==> src/rtl/spi_cmd_ctrl.sv <==
// Command/control FSM for the SPI slave: opcode decode, multi-byte address, wrapping bursts.
// Define SPI_FAST_READ_EN to accept the 0x0B fast-read opcode (address, one dummy byte, data).
module spi_cmd_ctrl #(
    parameter int unsigned           DATA_WIDTH = 8,
    parameter int unsigned           ADDR_BYTES = 1,
    parameter int unsigned           DEPTH      = 256,
    parameter logic [DATA_WIDTH-1:0] OP_WRITE   = DATA_WIDTH'('h02),
    parameter logic [DATA_WIDTH-1:0] OP_READ    = DATA_WIDTH'('h03),
    parameter logic [DATA_WIDTH-1:0] OP_RDSR    = DATA_WIDTH'('h05),
    localparam int unsigned          ADDR_WIDTH = ADDR_BYTES * DATA_WIDTH
) (
    input  logic                  i_clk,
    input  logic                  i_rst,
    input  logic                  i_spi_cs,
    input  logic                  i_byte_ready,
    input  logic [DATA_WIDTH-1:0] i_rx_byte,
    input  logic [DATA_WIDTH-1:0] i_status,
    output logic [ADDR_WIDTH-1:0] o_address,
    output logic [DATA_WIDTH-1:0] o_wdata,
    output logic                  o_wr_en,
    output logic                  o_rd_en,
    output logic                  o_par_load,
    output logic                  o_tx_sel,
    output logic                  o_shift_en,
    output logic                  o_count_en,
    output logic                  o_count_clr,
    output logic                  o_busy,
    output logic                  o_cmd_err,
    output logic                  o_done
);

    localparam logic [ADDR_WIDTH-1:0] ADDR_MASK = ADDR_WIDTH'(DEPTH - 1);
    localparam logic [1:0]            LAST_ADDR = 2'(ADDR_BYTES - 1);
`ifdef SPI_FAST_READ_EN
    localparam logic [DATA_WIDTH-1:0] OP_FAST_READ = DATA_WIDTH'('h0B);
`endif

    typedef enum logic [2:0] {
        StIdle,
        StCmd,
        StAddr,
        StWdata,
        StRdata,
        StStat,
        StIgnore
`ifdef SPI_FAST_READ_EN
        , StDummy
`endif
    } state_e;

    state_e                  state_q, state_d;
    logic [ADDR_WIDTH-1:0]   address_q, address_d;
    logic [DATA_WIDTH-1:0]   wdata_q, wdata_d;
    logic [1:0]              cnt_q, cnt_d;
    logic                    is_write_q, is_write_d;
    logic                    wr_en_q, wr_en_d;
    logic                    rd_en_q, rd_en_d;
    logic                    par_load_q, par_load_d;
    logic                    tx_sel_q, tx_sel_d;
    logic                    cmd_err_q, cmd_err_d;
    logic                    done_q, done_d;
`ifdef SPI_FAST_READ_EN
    logic                    is_fast_q, is_fast_d;
`endif

    logic [ADDR_WIDTH+DATA_WIDTH-1:0] addr_shift_full;
    logic [ADDR_WIDTH-1:0]            addr_inc;

    // Status data goes straight to the TX mux outside; only o_tx_sel is produced here.
    logic unused_status;
    assign unused_status = ^i_status;

    assign addr_shift_full = {address_q, i_rx_byte};
    // Only the low log2(DEPTH) bits count; upper address bits are preserved across wrap.
    assign addr_inc = (address_q & ~ADDR_MASK) | ((address_q + ADDR_WIDTH'(1)) & ADDR_MASK);

    always_comb begin
        state_d    = state_q;
        address_d  = address_q;
        wdata_d    = wdata_q;
        cnt_d      = cnt_q;
        is_write_d = is_write_q;
        tx_sel_d   = tx_sel_q;
        cmd_err_d  = cmd_err_q;
        wr_en_d    = 1'b0;
        rd_en_d    = 1'b0;
        par_load_d = 1'b0;
        done_d     = 1'b0;
`ifdef SPI_FAST_READ_EN
        is_fast_d  = is_fast_q;
`endif

        if (wr_en_q) begin
            address_d = addr_inc;
        end

        unique case (state_q)
            StIdle: begin
                if (!i_spi_cs) begin
                    state_d   = StCmd;
                    cmd_err_d = 1'b0;
                end
            end
            StCmd: begin
                if (i_byte_ready) begin
                    if (i_rx_byte == OP_WRITE || i_rx_byte == OP_READ) begin
                        state_d    = StAddr;
                        cnt_d      = 2'd0;
                        is_write_d = (i_rx_byte == OP_WRITE);
`ifdef SPI_FAST_READ_EN
                        is_fast_d  = 1'b0;
                    end else if (i_rx_byte == OP_FAST_READ) begin
                        state_d    = StAddr;
                        cnt_d      = 2'd0;
                        is_write_d = 1'b0;
                        is_fast_d  = 1'b1;
`endif
                    end else if (i_rx_byte == OP_RDSR) begin
                        state_d    = StStat;
                        par_load_d = 1'b1;
                        tx_sel_d   = 1'b1;
                    end else begin
                        state_d   = StIgnore;
                        cmd_err_d = 1'b1;
                    end
                end
            end
            StAddr: begin
                if (i_byte_ready) begin
                    address_d = addr_shift_full[ADDR_WIDTH-1:0];
                    cnt_d     = cnt_q + 2'd1;
                    if (cnt_q == LAST_ADDR) begin
                        if (is_write_q) begin
                            state_d = StWdata;
`ifdef SPI_FAST_READ_EN
                        end else if (is_fast_q) begin
                            state_d = StDummy;
`endif
                        end else begin
                            state_d = StRdata;
                            // A frame ending on the last address byte performs no access.
                            rd_en_d    = ~i_spi_cs;
                            par_load_d = ~i_spi_cs;
                            tx_sel_d   = 1'b0;
                        end
                    end
                end
            end
            StWdata: begin
                if (i_byte_ready) begin
                    wdata_d = i_rx_byte;
                    wr_en_d = 1'b1;
                end
            end
            StRdata: begin
                if (i_byte_ready) begin
                    address_d  = addr_inc;
                    rd_en_d    = 1'b1;
                    par_load_d = 1'b1;
                    tx_sel_d   = 1'b0;
                end
            end
            StStat: begin
                if (i_byte_ready) begin
                    par_load_d = 1'b1;
                    tx_sel_d   = 1'b1;
                end
            end
`ifdef SPI_FAST_READ_EN
            StDummy: begin
                if (i_byte_ready) begin
                    state_d    = StRdata;
                    rd_en_d    = 1'b1;
                    par_load_d = 1'b1;
                    tx_sel_d   = 1'b0;
                end
            end
`endif
            StIgnore: begin
            end
            default: state_d = StIdle;
        endcase

        // CS rise wins over the state change but the byte above is still processed.
        if (state_q != StIdle && i_spi_cs) begin
            state_d = StIdle;
            done_d  = 1'b1;
        end
    end

    always_ff @(posedge i_clk or negedge i_rst) begin
        if (!i_rst) begin
            state_q    <= StIdle;
            address_q  <= '0;
            wdata_q    <= '0;
            cnt_q      <= 2'd0;
            is_write_q <= 1'b0;
            wr_en_q    <= 1'b0;
            rd_en_q    <= 1'b0;
            par_load_q <= 1'b0;
            tx_sel_q   <= 1'b0;
            cmd_err_q  <= 1'b0;
            done_q     <= 1'b0;
`ifdef SPI_FAST_READ_EN
            is_fast_q  <= 1'b0;
`endif
        end else begin
            state_q    <= state_d;
            address_q  <= address_d;
            wdata_q    <= wdata_d;
            cnt_q      <= cnt_d;
            is_write_q <= is_write_d;
            wr_en_q    <= wr_en_d;
            rd_en_q    <= rd_en_d;
            par_load_q <= par_load_d;
            tx_sel_q   <= tx_sel_d;
            cmd_err_q  <= cmd_err_d;
            done_q     <= done_d;
`ifdef SPI_FAST_READ_EN
            is_fast_q  <= is_fast_d;
`endif
        end
    end

    assign o_address   = address_q;
    assign o_wdata     = wdata_q;
    assign o_wr_en     = wr_en_q;
    assign o_rd_en     = rd_en_q;
    assign o_par_load  = par_load_q;
    assign o_tx_sel    = tx_sel_q;
    assign o_shift_en  = ~i_spi_cs;
    assign o_count_en  = ~i_spi_cs;
    assign o_count_clr = (state_q == StIdle);
    assign o_busy      = (state_q != StIdle);
    assign o_cmd_err   = cmd_err_q;
    assign o_done      = done_q;

endmodule

==> config.mk <==
export PLATFORM = sky130hd
export DESIGN_NAME = spi_cmd_ctrl
export DESIGN_NICKNAME = d
export VERILOG_FILES = /design/src/rtl/spi_cmd_ctrl.sv
export SDC_FILE = /design/constraint.sdc
export NUM_CORES = 1
export LEC_CHECK = 0
export BUFFER_PORTS_ARGS = -buffer_cell sky130_fd_sc_hd__buf_2
export CAP_MARGIN = 20
export CORE_ASPECT_RATIO = 0.5
export CORE_MARGIN = 1
export CORE_UTILIZATION = 52
export CTS_CLUSTER_SIZE = 30
export DETAILED_ROUTE_END_ITERATION = 6
export PLACE_DENSITY = 0.78
export REMOVE_ABC_BUFFERS = 1
export SYNTH_ARGS = -nofsm -noshare
export SYNTH_HDL_FRONTEND = slang
export SYNTH_SLANG_ARGS = --single-unit
==> constraint.sdc <==
create_clock -name i_clk -period 3.17 [get_ports i_clk]
set_clock_uncertainty 0.2 [all_clocks]
set_input_delay 0 -clock i_clk [delete_from_list [all_inputs] [get_ports i_clk]]
set_output_delay 0 -clock i_clk [all_outputs]
set_load 0.005 [all_outputs]
==> impl_results.md, run 1 <==
* Critical Path RT at 3140 ps
* Fmax at 0.4046 GHz
* Synth warn at 0
* WP data arrival at 2440 ps
* Failing checks: design-rule violations
* CP Capture Type: register
* Worst-Skew Late Latency at 280 ps
* Async set-reset flop share out of synthesis at 100.0%
* Detailed Routing Iterations Pass 1 at 6
* Delay-heaviest family, CP: flip-flops
* Cell taking the most area after synthesis: dfrtp_1
* Initial DRC Count at 96
* Post-cts gate resize count at 0
* Antenna cells at 0
* Grt ovf at 0
* DP Area at 1871 µm²
* Via-to-Cell Ratio at 5.839
* Vias in the first global route at 1434
* Hold WS at 67.07 ps
* Drt drc at 1
* Design area at 2046 µm²
* RSZ-0062 raised after global routing: false
* Yosys cell types at 50
* Post-Route WL at 3986 µm
* Biggest cell delay along the critical path at 760 ps
* Height of the chip at 42.11 µm
* Clock transition at path regs at 100 ps
* Synth top area share at 41.88%
* Synth area leaders: dfrtp_1, nand2_1, nor2_1
* Initial Util at 55.20%
* Clock sinks at 28
* MaxCap Viol Count at 0
* Share of post-route cells with drive strength above 1 at 23.93%
* Post-route setup TNS at 0 ps
* Port bufs at 37
* Hold Violations, Final at 0
* Outcome: finished, violations left
* Die Area at 3461 µm²
* Synth Instances at 189
* Post-synth EDFFs at 0
* # rows at 14
* Routed wl met2 at 1888 µm
* # H-tree levels at 1
* Die Width at 82.21 µm
* Post-Place Cells at 258
* Top Layer Used: met4
* Routed wire length per instance at 14.55 µm
* Final worst path period need at 2472 ps
* Slowest-stage cell, CP: dfrtp_1
* Max Slew Vio Count at 0
* Worst slew margin at 57.25%
* DR vias at 1600
* Max VDD drop at 0.3900 mV
* Non-Filler Instances at 274
* DP HPWL at 2767 µm
* CTS Buf Count at 3
* Core Region at 3030 µm²
* Sequential area share after synthesis at 41.88%
* Bufs on Longest Clock Path at 2
* Worst-Margin Slew at 641.2 ps
* Type of the worst min-delay path: input pin to asynchronous set/reset pin
* Postcts setup bufs at 0
* Root Driver: clkbuf_8
* Dominant synthesized flop cell: dfrtp_1
* Final Setup Violations at 0
* Kind of critical path: register to register
* Tot GR Track Use at 25.92%
* I/O pins at 46
* Worst-path cell chain: nor2_1 > nand2_1 > and2b_2 > a21oi_1 > a31oi_1 > dlygate4sd3_1
* CP bufs+invs at 1
* CTS tree: yes
* Post-Syn Area at 1673 µm²
* Met3 WL at 177 µm
* Worst-path maximum fanout at 21
* M1 WL at 1843 µm
* Layout Nets at 257
* Avg Cell Area, Syn at 8.851 µm²
* Area grow syn2layout at 22.29%
* LEAKAGE at 0.9910 nW
* Largest net degree at the start of global routing at 29
* Initial antenna violation count at 0
* #FFs+latches synth at 28
* Pwr/cell area at 795.1 nW/µm²
* GPL Wtd Cong at 0.8380
* Critical Path Source Type: register
* First-pass GRT wire length at 6706 µm
* Fin crit share at 77.97%
* Final ANT Viol Nets at 0
[sequential cells by signal, summed over array words and instances (netlist names)]
name,cells
o_rd_en,1
o_par_load,1
is_write_q,1
state_q,3
cnt_q,2
o_wr_en,1
o_cmd_err,1
o_done,1
o_tx_sel,1
o_wdata,8
o_address,8
[Yosys cell counts (4+ instances only)]
cell type / n
a211oi_1: 4
a21oi_1: 11
a31oi_1: 4
dfrtp_1: 28
inv_1: 6
mux2_2: 4
nand2_1: 35
nand3_1: 4
nor2_1: 18
nor2b_1: 5
nor3_1: 5
o21ai_0: 6
[worst register-to-register path, cell delays in order, from the launching register on]
cell	delay [ps]
dfrtp_1	760
nor2_1	170
nand2_1	190
and2b_2	280
a21oi_1	150
a31oi_1	50
dlygate4sd3_1	570
[timing repair]
action	in CTS	in global routing
endpoints found under the hold margin	50	0
setup endpoints to repair	0	0
hold buffers	12	0
[cells in the final DEF, fill, tap and decap left out, types with 2 or more instances in the layout]
master,count
buf_2,37
nand2_1,35
dfrtp_1,28
nor2_1,18
dlygate4sd3_1,12
a21oi_1,11
inv_1,6
o21ai_0,6
nor3_1,5
nor2b_1,5
nand3_1,4
a31oi_1,4
mux2_2,4
a211oi_1,4
clkbuf_8,4
nand4_1,3
xnor2_1,3
and3_1,3
xor2_1,3
or2_2,2
o22ai_1,2
a21o_1,2
mux2i_1,2
a22o_1,2
a221oi_1,2
and2_1,2
mux2_4,2
ha_1,2
[power breakdown]
group          internal (mW)  leakage (nW)  switching, mW
combinational          0.370         0.604          0.362
sequential             0.501         0.358          0.166
clock                  0.112        0.0288          0.117
[area by class of cell]
| type | count | area (µm²) |
|---|---|---|
| Inverter | 7 | 26.28 |
| Multi-Input combinational cell | 145 | 900.9 |
| Sequential cell | 28 | 700.7 |
| Timing Repair Buffer | 50 | 312.8 |
| Fill cell | 238 | 984.7 |
| Tap cell | 40 | 50.05 |
| Clock buffer | 4 | 55.05 |
[through the flow]
step	util (%)	power, mW	setup WS (ps)
final	67.51	1.627	698.5
after CTS	67.51	1.629	730.8
after global routing	67.51	1.777	517.9
after detailed placement	61.73	1.383	971.8
after global placement	61.73	1.349	1079
after floorplan	-	1.114	1123
[cell families (layout without fill, tap and decap cells)]
logic type | Yosys count | count (layout) | synth area share, %
simple gates | 86 | 86 | 25.88
compound gates | 43 | 43 | 17.65
mux | 8 | 8 | 5.684
buf+inv | 16 | 61 | 4.263
fa+ha+maj | 2 | 2 | 1.496
flops | 28 | 28 | 41.88
xor+xnor | 6 | 6 | 3.142
[layer usage]
layer | vias up | track usage, %
met1 | 778 | 36.45
li1 | 761 | -
met5 | - | 0
met4 | 0 | 10.18
met2 | 50 | 38.84
met3 | 11 | 5.652
[worst paths after layout]
kind / to / depth (start not counted) / start / slack, ps
worst min register to register: o_wdata[4] / 2 / o_wdata[4] / 270
min in group i_clk: o_wdata[4] / 2 / o_wdata[4] / 270
worst max-delay path: is_write_q / 6 / state_q[2] / 700
max in group asynchronous: o_address[5] / 2 / i_rst / 2290
worst max register to register: is_write_q / 6 / state_q[2] / 700
worst min-delay path: o_cmd_err / 2 / i_rst / 70
(Power assumes the default switching activity.)
==> run 2: changes to the inputs <==
Clock period 3.17 ns to 2.38 ns, I/O delays scaled along.
==> impl_results.md, run 2 (synthesized netlist as in run 1, its figures left out) <==
* Worst r2r path cells at 7
* Comb pwr share at 46.6%
* Max Slew Vio Count at 0
* RR Startpoint: cnt_q[0]
* # H-tree levels at 1
* Grt ovf at 0
* Commonest non-fill, non-tap cells in the layout: buf_2, nand2_1, dfrtp_1, nor2_1
* Flop2flop setup slack at 400 ps
* Die Width at 82.21 µm
* Delay-heaviest family, CP: simple AND/OR/NAND/NOR gates
* Hold Violations, Final at 0
* Sw Ratio at 39.24%
* GPL Wtd Cong at 0.8259
* Max VDD drop at 0.5513 mV
* First-pass GRT wire length at 6465 µm
* Clock sinks at 28
* Final worst path period need at 2106 ps
* Pint at 1.324 mW
* Final core utilization at 68.58%
* CP bufs+invs at 3
* Initial DRC Count at 98
* Routed wire length per instance at 14.13 µm
* Share of post-route cells with drive strength above 1 at 25.74%
* CP Capture Type: register
* Failing checks: design-rule violations
* LEAKAGE at 1.009 nW
* Biggest cell delay along the critical path at 550 ps
* Core Region at 3030 µm²
* Tot GR Track Use at 24.78%
* Port bufs at 37
* Worst-path cell chain: dlygate4sd3_1 > buf_2 > or4b_4 > nor4_4 > and2b_2 > buf_4 > o21ai_2 > mux2_4
* Final Setup Violations at 0
* Pwr/cell area at 1049 nW/µm²
* # rows at 14
* Most common cell after layout, fill and taps aside: buf_2
* CTS Buf Count at 3
* Critical Path RT at 2360 ps
* Sw power at 855.3 µW
* Fmax at 0.4749 GHz
* Layout Nets at 260
* Slowest-stage cell, CP: dlygate4sd3_1
* CTS tree: yes
* Fin crit share at 88.48%
* DR vias at 1551
* Initial Util at 55.20%
* RR Endpoint: state_q[1]
* Worst-path maximum fanout at 4
* Drt drc at 1
* Post-route setup TNS at 0 ps
* Initial antenna violation count at 0
* RSZ-0062 raised after global routing: false
* Area grow syn2layout at 24.23%
* Worst-Skew Late Latency at 280 ps
* Post-Route WL at 3915 µm
* Final ANT Viol Nets at 0
* Root Driver: clkbuf_8
* Clock group share of total power at 13.9%
* Die Area at 3461 µm²
* Flop pwr share at 39.4%
* Vias in the first global route at 1377
* I/O pins at 46
* Critical Path Source Type: input pin
* Kind of critical path: input pin to register
* Largest net degree at the start of global routing at 29
* Antenna cells at 0
* Bufs on Longest Clock Path at 2
* WP data arrival at 2080 ps
* Height of the chip at 42.11 µm
* MaxCap Viol Count at 0
* Outcome: finished, violations left
* Clock transition at path regs at 100 ps
* Detailed Routing Iterations Pass 1 at 6
* DP HPWL at 2752 µm
* Type of the worst min-delay path: input pin to asynchronous set/reset pin
* Worst slew margin at 58.40%
* Worst-Margin Slew at 624.0 ps
* Via-to-Cell Ratio at 5.599
run 2: cell types whose count changed in the layout (fill, tap and decap cells not counted):
cell / change
or4b_4: +1
nor4_4: +1
dlygate4sd3_1: -1
buf_4: +4
or4b_1: -1
nor4_2: -1
run 2: worst max-delay path by stage:
| stage | depth (start not counted) | from | end | slack (ps) |
|---|---|---|---|---|
| 6_report | 8 | i_rx_byte[1] | cnt_q[0] | 270 |
| 2_1_floorplan | 4 | state_q[1] | state_q[1] | 330 |
| 5_1_grt | 8 | i_rx_byte[2] | cnt_q[0] | 230 |
| 3_5_place_dp | 7 | cnt_q[0] | state_q[1] | 420 |
| 4_1_cts | 8 | i_rx_byte[2] | is_write_q | 20 |
| 3_3_place_gp | 7 | cnt_q[0] | state_q[1] | 440 |
run 2: power groups by stage:
stage	sequential, mW	clock, mW	combinational [mW]
floorplan	0.887	0	0.597
global placement	0.856	0	0.965
detailed placement	0.862	0	0.997
CTS	0.854	0.308	1.02
global route	0.892	0.322	1.15
finish	0.860	0.303	1.02
run 2: area by class of cell:
type                       count  area, µm²
clock buffer                   4      55.05
timing repair buffer          53      332.8
fill                         241      952.2
tap                           40      50.05
sequential                    28      700.7
multi-input combinational    145      913.4
inverter                       7      26.28
run 2: timing repair:
action	CTS	global route
buffers inserted	0	1
hold endpoints to repair	49	0
hold buffers	12	0
setup endpoints to repair	0	1
resized for setup	0	2
run 2: layer usage:
| layer | up-vias | wire (µm) | global-route usage (%) |
|---|---|---|---|
| li1 | 771 | - | - |
| met1 | 737 | 1909 | 35.34 |
| met2 | 43 | 1805 | 40.17 |
| met3 | 0 | 200 | 4.783 |
| met4 | 0 | 0 | 3.158 |
| met5 | - | 0 | 0 |
run 2: through the flow:
step	cell area (µm²)	total power, mW	setup slack (ps)	hold WS, ps	std cells
finish	2078	2.180	274.2	60.13	277
global route	2078	2.361	225.5	112.7	277
CTS	2068	2.182	15.40	94.83	277
detailed placement	1893	1.860	417.9	-130.0	261
global placement	1893	1.821	444.9	-154.5	261
floorplan	1628	1.484	332.7	-495.6	180
